File: src/rtl/uart_word_tx_pkg.sv
// Shared frame-format definitions for the word UART transmitter and its receiver.
// Pure definitions: no logic, no latency, no flow control.
// Both ends import this so start/data/stop framing and byte order stay in step.
package uart_word_tx_pkg;

  typedef enum logic [1:0] {
    IDLE  = 2'd0,
    START = 2'd1,
    DATA  = 2'd2,
    STOP  = 2'd3
  } tx_state_t;

  localparam int UART_DATA_BITS      = 8;
  localparam int UART_BYTES_PER_WORD = 4;

endpackage

File: src/rtl/sync_word_fifo.sv
// Generic synchronous FIFO with registered pointers and combinational head read.
// Latency: a pushed entry is visible on pop_data one cycle after the push edge.
// Backpressure: push is ignored while full, pop is ignored while empty.
module sync_word_fifo #(
  parameter int WIDTH = 32,
  parameter int DEPTH = 4
) (
  input  logic             clk,
  input  logic             rst,
  input  logic             push,
  input  logic [WIDTH-1:0] push_data,
  input  logic             pop,
  output logic [WIDTH-1:0] pop_data,
  output logic             full,
  output logic             empty
);

  localparam int AW = $clog2(DEPTH);
  localparam logic [AW:0] PTR_ONE = 1;

  logic [WIDTH-1:0] mem [DEPTH];
  logic [AW:0]      wr_ptr;
  logic [AW:0]      rd_ptr;

  // The extra pointer MSB separates the wrapped-full case from empty.
  assign empty    = (wr_ptr == rd_ptr);
  assign full     = (wr_ptr[AW] != rd_ptr[AW]) && (wr_ptr[AW-1:0] == rd_ptr[AW-1:0]);
  assign pop_data = mem[rd_ptr[AW-1:0]];

  always_ff @(posedge clk) begin
    if (rst) begin
      wr_ptr <= '0;
      rd_ptr <= '0;
    end else begin
      if (push && !full) begin
        mem[wr_ptr[AW-1:0]] <= push_data;
        wr_ptr              <= wr_ptr + PTR_ONE;
      end
      if (pop && !empty) begin
        rd_ptr <= rd_ptr + PTR_ONE;
      end
    end
  end

endmodule

File: src/rtl/uart_word_tx.sv
// 32-bit word to 8N1 serial transmitter, LSB byte first, fed from a small word FIFO.
// Latency: push edge E -> head popped at E+1 -> start bit on tx from E+2; 40*CLKS_PER_BIT+2 cycles per word.
// Backpressure: word_ready is simply !full; a same-cycle pop never opens a full FIFO.
module uart_word_tx
  import uart_word_tx_pkg::*;
#(
  parameter int CLKS_PER_BIT = 16,
  parameter int FIFO_DEPTH   = 4
) (
  input  logic        clk,
  input  logic        rst,
  input  logic [31:0] word_data,
  input  logic        word_valid,
  output logic        word_ready,
  output logic        tx,
  output logic        busy
);

  localparam int BAUD_W = $clog2(CLKS_PER_BIT);
  localparam logic [BAUD_W-1:0] BAUD_LAST = BAUD_W'(CLKS_PER_BIT - 1);
  localparam logic [BAUD_W-1:0] BAUD_ONE  = BAUD_W'(1);
  localparam logic [2:0]        BIT_LAST  = 3'(UART_DATA_BITS - 1);
  localparam logic [1:0]        BYTE_LAST = 2'(UART_BYTES_PER_WORD - 1);

  tx_state_t         state;
  logic [BAUD_W-1:0] baud_cnt;
  logic [2:0]        bit_cnt;
  logic [1:0]        byte_cnt;
  logic [31:0]       shreg;
  logic              word_loaded;

  logic              fifo_full;
  logic              fifo_empty;
  logic              fifo_pop;
  logic [31:0]       fifo_head;

  logic              baud_done;
  logic [2:0]        next_bit;
  logic [7:0]        cur_byte;

  assign word_ready = !fifo_full;
  assign fifo_pop   = (state == IDLE) && !word_loaded && !fifo_empty;
  assign busy       = !fifo_empty || word_loaded || (state != IDLE);
  assign baud_done  = (baud_cnt == BAUD_LAST);
  assign next_bit   = bit_cnt + 3'd1;
  assign cur_byte   = shreg[7:0];

  sync_word_fifo #(
    .WIDTH (32),
    .DEPTH (FIFO_DEPTH)
  ) u_fifo (
    .clk       (clk),
    .rst       (rst),
    .push      (word_valid),
    .push_data (word_data),
    .pop       (fifo_pop),
    .pop_data  (fifo_head),
    .full      (fifo_full),
    .empty     (fifo_empty)
  );

  always_ff @(posedge clk) begin
    if (rst) begin
      state       <= IDLE;
      tx          <= 1'b1;
      baud_cnt    <= '0;
      bit_cnt     <= '0;
      byte_cnt    <= '0;
      shreg       <= '0;
      word_loaded <= 1'b0;
    end else begin
      case (state)
        IDLE: begin
          tx       <= 1'b1;
          baud_cnt <= '0;
          // The head is popped one edge before the start bit so tx stays a plain register.
          if (word_loaded) begin
            word_loaded <= 1'b0;
            state       <= START;
            tx          <= 1'b0;
          end else if (!fifo_empty) begin
            shreg       <= fifo_head;
            byte_cnt    <= '0;
            word_loaded <= 1'b1;
          end
        end
        START: begin
          if (baud_done) begin
            baud_cnt <= '0;
            bit_cnt  <= '0;
            state    <= DATA;
            tx       <= cur_byte[0];
          end else begin
            baud_cnt <= baud_cnt + BAUD_ONE;
          end
        end
        DATA: begin
          if (baud_done) begin
            baud_cnt <= '0;
            if (bit_cnt == BIT_LAST) begin
              state <= STOP;
              tx    <= 1'b1;
            end else begin
              bit_cnt <= next_bit;
              tx      <= cur_byte[next_bit];
            end
          end else begin
            baud_cnt <= baud_cnt + BAUD_ONE;
          end
        end
        STOP: begin
          if (baud_done) begin
            baud_cnt <= '0;
            if (byte_cnt == BYTE_LAST) begin
              state <= IDLE;
            end else begin
              // Next byte's start bit follows the stop bit with no gap.
              byte_cnt <= byte_cnt + 2'd1;
              shreg    <= shreg >> UART_DATA_BITS;
              state    <= START;
              tx       <= 1'b0;
            end
          end else begin
            baud_cnt <= baud_cnt + BAUD_ONE;
          end
        end
        default: state <= IDLE;
      endcase
    end
  end

endmodule
File: config.mk
export PLATFORM = sky130hd
export DESIGN_NAME = uart_word_tx
export DESIGN_NICKNAME = d
export VERILOG_FILES = /design/src/rtl/uart_word_tx_pkg.sv /design/src/rtl/sync_word_fifo.sv /design/src/rtl/uart_word_tx.sv
export SDC_FILE = /design/constraint.sdc
export NUM_CORES = 1
export LEC_CHECK = 0
export CORE_UTILIZATION = 40
export DETAILED_ROUTE_END_ITERATION = 10
export SYNTH_ARGS = -nofsm -noshare
export SYNTH_HDL_FRONTEND = slang
export SYNTH_SLANG_ARGS = --single-unit
File: constraint.sdc
create_clock -name clk -period 3.7 [get_ports clk]
set_input_delay 0.37 -clock clk [delete_from_list [all_inputs] [get_ports clk]]
set_output_delay 0.37 -clock clk [all_outputs]
set_load 0.05 [all_outputs]
; ---- After elaboration in Yosys (flattened, before gate mapping)
; Memory sizes are Yosys's and may differ from the RTL's. A register that Yosys moved wholly into a read port is not among the register bits.
; Index checks and enable logic that the tools add are counted.
[word_totals]
ff_bits = 51
ramBits = 128
in_bits = 35
output_inout_bits = 3
word_cells = 92
memories = 1
[mem_list]
columns = name, words, word_bits, read_ports, rd_clocked_by_memory_dff, write_ports, line
row1 = u_fifo.mem, 4, 32, 1, 1, 1, sync_word_fifo.sv:21  ; logic [WIDTH-1:0] mem [DEPTH];
[classes]
add_sub_neg = 5
n_lt_le_gt_ge = 1
n_eq_ne = 18
mux = 39
n_reduce_logical = 19
[ops]
columns = operator, n
row1 = two-way mux 32 bit, 4
row2 = one-hot mux 32 bit (2 select lines), 1
row3 = two-way mux 2 bit, 11
row4 = inequality test 2 bit (second input constant), 9
row5 = two-way mux 1 bit, 13
row6 = AND reduction 5 bit, 2
row7 = adder 3 x 1 -> 3 bit (second input constant), 3
row8 = two-way mux 3 bit, 3
row9 = one-hot mux 2 bit (4 select lines), 1
row10 = one-hot mux 4 bit (2 select lines), 1
row11 = AND reduction 4 bit, 2
row12 = == test 2 bit (second input constant), 3
row13 = one-hot mux 3 bit (2 select lines), 1
row14 = nonzero test 2 bit, 3
row15 = logical AND 1 bit, 5
row16 = adder 4 x 1 -> 4 bit (second input constant), 1
row17 = == test 4 bit (second input constant), 1
row18 = < comparator 3 x 4 -> 1 bit (second input constant), 1
row19 = two-way mux 4 bit, 1
row20 = one-hot mux 1 bit (4 select lines), 1
row21 = one-hot mux 2 bit (2 select lines), 1
row22 = binary-select mux 1 bit (select 3 bit), 1
row23 = == test 3 bit, 1
row24 = == test 3 bit (second input constant), 1
row25 = 8 further kinds, 11

; ---- Longest topological paths before layout
; Gate-level depths: netlist of run 1.
[depth]
ltp_word = 7
depth_mapped = 8
depth_no_buf = 6

; ---- By module
; A second synthesis of run 1 with hierarchy kept.
[unflattened]
cells_unflattened = 463
hier_area_um2 = 7504.7
[modules_own_cells]
columns = mod, n_inst, cells_each, area_each_um2, seq_area_each_um2
row1 = sync_word_fifo, 1, 237, 5222.5, 4003.8
row2 = uart_word_tx, 1, 226, 2282.2, 900.9

; ---- Least setup slack after synthesis of run 1
; No wires, ideal clock.
[synth_timing]
path_type = register to register
start = reg u_fifo.wr_ptr[1]
end = mem u_fifo.mem[0][0], enable pin
arrival_ns = 1.819
required_time_ns = 3.308
setup_slack_ns = 1.489
path_stages_with_launch = 5
path_buffers = 0
synth_period_minus_slack_ns = 2.211
cell_sequence = dfxtp_1 -> xor2_1 -> o31ai_1 -> nor2_1 -> and2_1
[synth_between]
elab_chain_cells = 7
[synth_rtl]
columns = element, line
row1 = "start, declared", sync_word_fifo.sv:22  ; logic [AW:0] wr_ptr;
row2 = "start signal, assigned", sync_word_fifo.sv:37  ; wr_ptr <= wr_ptr + PTR_ONE;
row3 = == test 2 bit, sync_word_fifo.sv:27  ; assign full = (wr_ptr[AW] != rd_ptr[AW]) && (wr_ptr[AW-1:0] == rd_ptr[AW-1:0]);
row4 = logical AND 1 bit, sync_word_fifo.sv:27
row5 = logical NOT 1 bit, sync_word_fifo.sv:35  ; if (push && !full) begin
row6 = logical AND 1 bit, sync_word_fifo.sv:35
row7 = two-way mux 1 bit, sync_word_fifo.sv:35
row8 = two-way mux 1 bit, sync_word_fifo.sv:31  ; if (rst) begin
row9 = two-way mux 1 bit (implied by the code), sync_word_fifo.sv:36  ; mem[wr_ptr[AW-1:0]] <= push_data;
row10 = "end, declared", sync_word_fifo.sv:21
; Several ways; a longest one is shown, not always the timed one.

; ---- Final worst setup path of run 1
[layout_timing]
start = reg state[0]
end = out busy
[layout_between]
elab_chain_cells = 2
[layout_rtl]
columns = element, line
row1 = "start, declared", uart_word_tx.sv:25  ; tx_state_t state;
row2 = "start signal, assigned", uart_word_tx.sv:64  ; state <= IDLE;
row3 = "start signal, assigned", uart_word_tx.sv:79  ; state <= START;
row4 = "start signal, assigned", uart_word_tx.sv:91  ; state <= DATA;
row5 = nonzero test 2 bit, uart_word_tx.sv:43  ; assign busy = !fifo_empty || word_loaded || (state != IDLE);
row6 = logical OR 1 bit, uart_word_tx.sv:43
row7 = "end, declared", uart_word_tx.sv:16  ; output logic busy
; No other way between the ends.

==> results.txt, run 1 <==
EDFF count, synth: 128
Synth Area in Simple Gates: 0.0345
Post-layout util: 0.470
Crit-path cells: inv_1, ha_1, nor2b_1, nand3_1, clkdlybuf4s50_1
Core Footprint: 18100 µm²
Via/cell ratio: 5.37
Unrepaired setup endpoints after global routing: false
Highest cell delay on the worst timing path: 0.72 ns
Setup crit start kind: flop
Mux contribution to synthesized area: 0.147
Clock transition at path regs: 0.07 ns
Width of the die: 138 µm
Proportion of layout cells with a drive suffix above 1: 0.179
Count leader, synth: edfxtp_1
CTS sink count: 181
Flops & latches, synth: 181
Pwr Total: 6120 µW
Drt pass-1 iters: 4
Num CTS Buffers: 17
WP buf/inv: 2
Root Driver: clkbuf_16
Worst slew pin tran: 0.925 ns
Status: complete, no violations
Crit-path slowest cell: clkdlybuf4s50_1
Mean Syn Cell Area: 17.4 µm²
Xor and xnor area share after synthesis: 0.0106
Maxcap violations: 0
Antenna violations before repair: 0
Final setup vio count: 0
Dominant synthesized flop cell: edfxtp_1
Ys Warns: 0
Final wirelength: 13.3 mm
Adder-cell area share of the yosys netlist: 0.0236
GR Overflow Total: 0
Post-synthesis net count: 475
Row count: 49
Vias in the first global route: 4015
Final Cycle Share: 0.711
Final Hold Vio Count: 0
Largest net degree at the start of global routing: 46
Fin nets: 517
Pwr dens: 721 nW/µm²
Setup TNS: 0 ns
Pleak: 0.00277 µW
Final GP Congestion: 0.737
Total vias in the final route: 3814
Routing usage on met1: 0.184
CP Class: flop to primary output
Io pins: 38
Cell Area, Synth: 7420 µm²
Routed length per placed instance: 18.7 µm
Peak supply drop: 391 µV
Worst skew pair latency: 0.42 ns
H-tree levels: 4
Diode count: 0
Worst Path Arrival: 2.26 ns
Die Y: 138 µm
Largest family of logic cells by synthesized area: multiplexers
Fillers: 1492
Max-slew violations: 0
Max Root-Sink Buffers: 2
Synth top area cells: edfxtp_1 52%, dfxtp_1 14%, mux4_2 6.7%, mux4_1 4.2%, mux2i_1 3.6%
Post-synth ARST share: 0
GR Layer Usage met2: 0.260
Buffers on Ports: 37
PostCTS Resize Cnt: 0
CTS tree: yes
All-Layer GR Usage: 0.150
Synth top area share: 0.518
Sequential area share after synthesis: 0.661
Hold buffers post-CTS: 0
Min Hold Slack: 0.460 ns
Setup crit end kind: primary output
GR Util met3: 0.0294
Clock Skew: 0.0108 ns
Top cells by count, synth: 128 x edfxtp_1, 53 x dfxtp_1, 33 x a21oi_1, 27 x mux2i_1, 22 x mux4_2
Total setup buffers inserted after CTS: 0
Cells after Synth: 426
Crit path time final: 2.63 ns
Delay-heaviest family, CP: buffers and inverters
Critical path required time: 3.33 ns
CP max FO: 5
Area grow syn2layout: 14.4%
Initial drt markers: 181
Initial Utilization: 0.411
Post-synthesis compound-gate area fraction: 0.0881
Post-DP HPWL: 8.09 mm
Cell taking the most area after synthesis: edfxtp_1
DRC viols: 0
Routed Antenna Nets: 0
Slew headroom: 0.378
Max frequency: 380 MHz
GRT busiest layer: met2
Worst Hold Class: flop to flop
Post-synth cell types: 46
Die ar.: 19100 µm²
First-pass GRT wire length: 21.5 mm
==> placed cells by master, fill, tap and decap left out, types with 5 or more instances in the layout <==
cell             instances
dfxtp_1                 51
ha_1                    14
edfxtp_1               128
inv_1                    6
clkdlybuf4s50_1         36
clkbuf_16               17
a211oi_1                 5
nor2_1                  16
a22o_1                   8
nand2_1                  6
mux4_2                  22
xor2_1                   6
a211oi_2                21
mux2i_1                 27
buf_4                   10
a21oi_1                 33
mux4_1                  12
and2_1                   5
==> metal layers <==
metal | wire length [µm] | vias to the layer above
li1 | - | 1787
met1 | 5890 | 1946
met2 | 6800 | 62
met3 | 346 | 19
met4 | 211 | 0
met5 | 0 | -
==> metrics by stage <==
stage	instance area, µm²	cells	setup slack, ns
after floorplan	7420	426	1.49
after global placement	7920	678	1.34
after detailed placement	7920	678	1.29
after global routing	8490	710	0.923
after CTS	8490	710	1.04
final	8490	710	1.07
==> logic make-up (layout without fill, tap and decap cells) <==
group | Yosys count | count (layout)
AO/OA/AOI/OAI | 82 | 82
XOR/XNOR | 9 | 9
adder cells (fa/ha/maj) | 14 | 14
flip-flops | 181 | 181
buffers and inverters | 30 | 85
AND/OR/NAND/NOR | 48 | 48
multiplexers | 62 | 62
==> final timing paths <==
path | slack [ns] | from | depth (start not counted) | endpoint
min reg2reg | 0.46 | bit_cnt[2] | 2 | bit_cnt[2]
max reg2reg | 1.25 | state[1] | 8 | shreg[6]
max | 1.07 | state[0] | 5 | busy
min | 0.46 | bit_cnt[2] | 2 | bit_cnt[2]
==> state kept, by name, summed over array words and instances (netlist names), named ones only <==
register / count
u_fifo.mem: 128
shreg: 32
baud_cnt: 4
bit_cnt: 3
u_fifo.rd_ptr: 3
u_fifo.wr_ptr: 3
byte_cnt: 2
state: 2
tx: 1
word_loaded: 1
==> worst register-to-register path: stages (launching register included) <==
cell and delay (ns):
dfxtp_1 0.40, ha_1 0.17, buf_4 0.41, nor2_1 0.10, a211oi_2 0.21, buf_4 0.34, and2_1 0.18, buf_4 0.34
a211oi_1 0.14
==> cell type report <==
| cell class | count | area [µm²] | area share |
|---|---|---|---|
| clock buffer | 21 | 440 | 0.0519 |
| multi-input combinational | 215 | 2260 | 0.266 |
| tap | 229 | 287 | 0.0337 |
| inverter | 6 | 22.5 | 0.00265 |
| sequential | 181 | 4910 | 0.578 |
| clock inverter | 11 | 134 | 0.0158 |
| timing repair buffer | 47 | 440 | 0.0519 |
==> where the power goes <==
part           internal, µW  switching (µW)
Combinational           760             991
Clock                  1050             700
Sequential             2400             217
Total                  4220            1910
Note: power is estimated with default switching activity, not from simulation.
==> run 2, diff against run 1 <==
clock period = 2.7 ns   (was 3.7 ns; I/O delays follow)
==> run 2 against run 1 <==
Sequential power increased by 33%. Count of clock-buffer cells in the layout is 2 lower. Final cell count is 0.14% higher. Die area stayed put. Clock skew hardly changed. First-iteration DRC count rose by 12%. Total power grew 37%. Combinational power rose by 45%. Cell area grew 0.75%. Critical path depth did not move. Clock power increased by 37%. Critical path type unchanged. Largest power group unchanged.
==> results.txt, run 2 (same netlist as run 1, synthesis figures left out) <==
Psw: 2730 µW (was 1910 µW)
First-pass GRT wire length: 22.1 mm (was 21.5 mm)
CP max FO: 5 (unchanged)
Most frequent cells in the layout: 128 x edfxtp_1, 52 x dfxtp_1, 36 x clkdlybuf4s50_1 (was 128 x edfxtp_1, 51 x dfxtp_1, 36 x clkdlybuf4s50_1)
Final setup vio count: 0 (unchanged)
Slew headroom: 0.426 (was 0.378)
Max Root-Sink Buffers: 2 (unchanged)
Commonest non-fill, non-tap cell in the layout: edfxtp_1 (unchanged)
All-Layer GR Usage: 0.152 (was 0.150)
CP Class: flop to primary output (unchanged)
Fin nets: 518 (was 517)
Peak supply drop: 531 µV (was 391 µV)
Total vias in the final route: 3791 (was 3814)
Initial Utilization: 0.411 (unchanged)
Clock power share: 0.284 (was 0.286)
CTS tree: yes (unchanged)
Crit path time final: 2.56 ns
CP Depth: 5 (unchanged)
Width of the die: 138 µm (unchanged)
FF-to-FF setup slack: 0.41 ns (was 1.25 ns)
Int Power: 5660 µW (was 4220 µW)
Worst skew pair latency: 0.43 ns (was 0.42 ns)
Delay-heaviest family, CP: buffers and inverters (unchanged)
Crit-path slowest cell: clkdlybuf4s50_1 (unchanged)
Num CTS Buffers: 17 (unchanged)
Clock Skew: 0.0107 ns (was 0.0108 ns)
PostCTS Resize Cnt: 0 (unchanged)
H-tree levels: 4 (unchanged)
Final Cycle Share: 0.950
Reg power frac: 0.414 (was 0.428)
Routed Antenna Nets: 0 (unchanged)
Unrepaired setup endpoints after global routing: false (unchanged)
Logic pwr share: 0.301 (was 0.286)
Largest net degree at the start of global routing: 33 (was 46)
Setup slack at placement: 0.444 ns (was 1.29 ns)
Worst Path Arrival: 2.29 ns (was 2.26 ns)
Maxcap violations: 0 (unchanged)
Core Footprint: 18100 µm² (unchanged)
R2R depth: 7 (was 8)
DRC viols: 0 (unchanged)
Pleak: 0.00280 µW (was 0.00277 µW)
Critical path required time: 2.43 ns (was 3.33 ns)
Area grow syn2layout: 15.3% (was 14.4%)
Die Y: 138 µm (unchanged)
Worst Hold Class: input port to flop (was flop to flop)
Net Sw Frac: 0.326 (was 0.312)
Status: complete, no violations (unchanged)
Via/cell ratio: 5.33 (was 5.37)
Io pins: 38 (unchanged)
Max-slew violations: 0 (unchanged)
Launch point of the worst path: state[0] (unchanged)
Die ar.: 19100 µm² (unchanged)
Pwr dens: 981 nW/µm² (was 721 nW/µm²)
Final GP Congestion: 0.728 (was 0.737)
Setup TNS: 0 ns (unchanged)
GR Overflow Total: 0 (unchanged)
Root Driver: clkbuf_16 (unchanged)
Initial drt markers: 203 (was 181)
Drt pass-1 iters: 5 (was 4)
Setup crit end kind: primary output (unchanged)
Fillers: 1504 (was 1492)
Max frequency: 390 MHz
Setup crit start kind: flop (unchanged)
Buffers on Ports: 37 (unchanged)
Final Hold Vio Count: 0 (unchanged)
Highest cell delay on the worst timing path: 0.72 ns (about the same)
Routed length per placed instance: 18.9 µm (was 18.7 µm)
WP buf/inv: 2 (unchanged)
Worst slew pin tran: 0.854 ns (was 0.925 ns)
Post-DP HPWL: 8.17 mm (was 8.09 mm)
Final wirelength: 13.4 mm (was 13.3 mm)
Hold buffers post-CTS: 0 (unchanged)
Critical R2R Capture: shreg[3] (was shreg[6])
Proportion of layout cells with a drive suffix above 1: 0.191 (was 0.179)
Fin worst setup slack: 0.135 ns (was 1.07 ns)
Row count: 49 (unchanged)
End of the critical path: busy (unchanged)
Diode count: 0 (unchanged)
CTS sink count: 181 (unchanged)
Crit-path cells: inv_1, ha_1, nor2b_1, nand3_1, clkdlybuf4s50_1 (unchanged)
WHS Path Cells: 2 (unchanged)
Vias in the first global route: 4089 (was 4015)
Total setup buffers inserted after CTS: 0 (unchanged)
Antenna violations before repair: 0 (unchanged)
Clock transition at path regs: 0.07 ns (about the same)
Largest register FFs: 128 (unchanged)
Reg-to-reg startpoint: state[0] (was state[1])
run 2: cell types whose count changed in the layout (fill, tap and decap cells not counted), sizes merged:
cell	change
clkinv	-3
inv	+8
buf	+1
clkinvlp	-1
clkbuf	-2
bufinv	-2
run 2: power by group through the flow:
stage	registers (µW)	logic, µW	clock network [µW]
2_1_floorplan	3480	2210	0
3_3_place_gp	3530	2490	0
3_5_place_dp	3540	2550	0
4_1_cts	3480	2560	2450
5_1_grt	3510	2790	2560
6_report	3480	2530	2390
run 2: how the worst min path moves through the flow:
stage / endpoint / from / slack [ns]
6_report: u_fifo.wr_ptr[1] / rst / 0.23
5_1_grt: u_fifo.wr_ptr[1] / rst / 0.24
4_1_cts: u_fifo.wr_ptr[2] / rst / 0.21
3_5_place_dp: baud_cnt[0] / baud_cnt[0] / 0.45
3_3_place_gp: baud_cnt[0] / baud_cnt[0] / 0.43
2_1_floorplan: u_fifo.mem[0][0] / word_data[0] / 0.37
run 2: area by class of cell:
type	instances	area (µm²)	area share
well taps	229	287	0.0335
clock buffers	19	433	0.0506
multi-input cells	215	2260	0.264
clock inverters	13	136	0.0159
flip-flops and latches	181	4910	0.573
inverters	6	22.5	0.00263
repair buffers	48	510	0.0597
run 2: routing by layer:
layer,vias to the layer above,routed length (µm),global-route usage
li1,1791,-,-
met1,1942,6100,0.186
met2,46,6880,0.267
met3,12,349,0.0388
met4,0,111,0.0402
met5,-,0,0
run 2: per-stage QoR:
step                       util  area (µm²)  total power (µW)  hold WS (ns)  instances
after global placement    0.442        7990              6020         0.429        679
after global routing      0.473        8560              8870         0.239        711
after detailed placement  0.442        7990              6090         0.454        679
after CTS                 0.473        8560              8490         0.214        711
final                     0.473        8560              8400         0.231        711
after floorplan               -        7420              5690         0.369        426
==> run 3, diff against run 2 <==
CORE_UTILIZATION = 30   (was 40)
GPL_ROUTABILITY_DRIVEN = 1   (was default)
==> run 3 against run 2 <==
Sequential cell count unchanged. Non-clock buffer count grew 3. Global-route usage fell by 3.7 points. Maximum frequency increased by 2.3%. Total power increased by 0.41%. Clock skew increased by 0.0015 ns. Count of clock-buffer cells in the layout decreased by 1.
==> results.txt, run 3 (same netlist as run 1, synthesis figures left out) <==
Status: complete, no violations (unchanged)
Critical path required time: 2.43 ns (about the same)
Peak supply drop: 592 µV (was 531 µV)
Reg power frac: 0.411 (was 0.414)
Setup crit start kind: flop (unchanged)
Pwr dens: 970 nW/µm² (was 981 nW/µm²)
Vias in the first global route: 3958 (was 4089)
Pwr Total: 8430 µW (was 8400 µW)
Most frequent cells in the layout: 128 x edfxtp_1, 52 x dfxtp_1, 35 x clkdlybuf4s50_1 (was 128 x edfxtp_1, 52 x dfxtp_1, 36 x clkdlybuf4s50_1)
Post-layout util: 0.357 (was 0.473)
GR Overflow Total: 0 (unchanged)
Fin nets: 521 (was 518)
Diode count: 0 (unchanged)
Final non-filler cell total: 809 (was 711)
CTS sink count: 181 (unchanged)
Final Hold Vio Count: 0 (unchanged)
Total setup buffers inserted after CTS: 0 (unchanged)
Proportion of layout cells with a drive suffix above 1: 0.196 (was 0.191)
Critical R2R Capture: shreg[6] (was shreg[3])
Pleak: 0.00282 µW (was 0.00280 µW)
First-pass GRT wire length: 22.1 mm (about the same)
Hold buffers post-CTS: 0 (unchanged)
H-tree levels: 4 (unchanged)
Worst slew pin tran: 0.919 ns (was 0.854 ns)
R2R depth: 7 (unchanged)
Initial Utilization: 0.305 (was 0.411)
Unrepaired setup endpoints after global routing: false (unchanged)
DRC viols: 0 (unchanged)
Slew headroom: 0.382 (was 0.426)
Die ar.: 25400 µm² (was 19100 µm²)
Row count: 57 (was 49)
Routed length per placed instance: 17.0 µm (was 18.9 µm)
Final wirelength: 13.8 mm (was 13.4 mm)
Final setup vio count: 0 (unchanged)
Commonest non-fill, non-tap cell in the layout: edfxtp_1 (unchanged)
Launch point of the worst path: u_fifo.wr_ptr[1] (was state[0])
All-Layer GR Usage: 0.115 (was 0.152)
Setup crit end kind: primary output (unchanged)
Psw: 2750 µW (was 2730 µW)
CTS tree: yes (unchanged)
Final GP Congestion: 0.728 (about the same)
Buffers on Ports: 37 (unchanged)
Reg-to-reg startpoint: state[0] (unchanged)
Clock power share: 0.283 (was 0.284)
Register area: 4910 µm² (unchanged)
Num CTS Buffers: 17 (unchanged)
Maxcap violations: 0 (unchanged)
Setup TNS: 0 ns (unchanged)
Net Sw Frac: 0.327 (was 0.326)
PostCTS Resize Cnt: 0 (unchanged)
Final Cycle Share: 0.929 (was 0.950)
Largest register FFs: 128 (unchanged)
Routed Antenna Nets: 0 (unchanged)
Total vias in the final route: 3868 (was 3791)
Antenna violations before repair: 0 (unchanged)
Io pins: 38 (unchanged)
Crit path time final: 2.51 ns (was 2.56 ns)
CP Class: flop to primary output (unchanged)
CP max FO: 5 (unchanged)
Die Y: 159 µm (was 138 µm)
Largest net degree at the start of global routing: 33 (unchanged)
Min Hold Slack: 0.303 ns (was 0.231 ns)
Placed insts: 777 (was 679)
Max frequency: 399 MHz (was 390 MHz)
Worst Hold Class: input port to flop (unchanged)
Max Root-Sink Buffers: 2 (unchanged)
FF-to-FF setup slack: 0.41 ns (about the same)
Width of the die: 159 µm (was 138 µm)
Root Driver: clkbuf_16 (unchanged)
Drt pass-1 iters: 4 (was 5)
Max-slew violations: 0 (unchanged)
Multi-input gate area: 2260 µm² (unchanged)
Core Footprint: 24300 µm² (was 18100 µm²)
Post-DP HPWL: 8.72 mm (was 8.17 mm)
Worst Path Arrival: 2.24 ns (was 2.29 ns)
Initial drt markers: 224 (was 203)
Logic pwr share: 0.306 (was 0.301)
Worst skew pair latency: 0.43 ns (about the same)
Area grow syn2layout: 17.1% (was 15.3%)
Fillers: 2275 (was 1504)
Int Power: 5680 µW (was 5660 µW)
Clock transition at path regs: 0.07 ns (about the same)
Via/cell ratio: 4.78 (was 5.33)
End of the critical path: word_ready (was busy)
Clock Skew: 0.0122 ns (was 0.0107 ns)
[run 3: changes by cell type in the layout (fill, tap and decap cells not counted), sizes merged]
| cell | change |
|---|---|
| clkinv | +4 |
| buf | +3 |
| inv | -2 |
| clkbuf | -1 |
| clkdlybuf4s50 | -1 |
| clkinvlp | -1 |
| dlymetal6s2s | +1 |
[run 3: worst max-delay path, stage by stage (launching register included)]
cell and delay [ns]:
dfxtp_1 0.41, xor2_1 0.39, nor2_1 0.12, nand2_1 0.10
clkdlybuf4s50_1 0.80
[run 3: layout make-up]
type | count | share of cell area
sequential | 181 | 0.564
clock inverter | 14 | 0.0166
clock buffer | 18 | 0.0494
tap | 324 | 0.0466
inverter | 6 | 0.00259
timing repair buffer | 51 | 0.0602
multi-input combinational | 215 | 0.260
[run 3: worst min path at each step]
stage            startpoint                to  depth (start not counted)
2_1_floorplan  word_data[0]  u_fifo.mem[0][0]                          0
3_3_place_gp    baud_cnt[0]       baud_cnt[0]                          1
3_5_place_dp      shreg[30]         shreg[30]                          1
4_1_cts                 rst  u_fifo.rd_ptr[0]                          2
5_1_grt                 rst  u_fifo.wr_ptr[2]                          2
6_report                rst  u_fifo.wr_ptr[0]                          2
[run 3: through the flow]
stage | setup slack, ns | area, µm²
2_1_floorplan | 0.489 | 7420
3_3_place_gp | 0.530 | 8120
3_5_place_dp | 0.449 | 8120
4_1_cts | 0.0531 | 8690
5_1_grt | 0.0519 | 8690
6_report | 0.192 | 8690
[run 3: power by group through the flow]
stage	registers (µW)	logic, µW	clock network, µW
2_1_floorplan	3480	2210	0
3_3_place_gp	3520	2510	0
3_5_place_dp	3530	2580	0
4_1_cts	3470	2600	2440
5_1_grt	3500	2820	2540
6_report	3460	2580	2380
[run 3: per-layer routing]
metal / global-route usage / part of all wire / wire (µm) / vias up
li1: - / - / - / 1800
met1: 0.143 / 0.45 / 6160 / 2001
met2: 0.196 / 0.52 / 7130 / 60
met3: 0.0300 / 0.029 / 404 / 7
met4: 0.0376 / 0.0066 / 91 / 0
met5: 0 / 0 / 0 / -
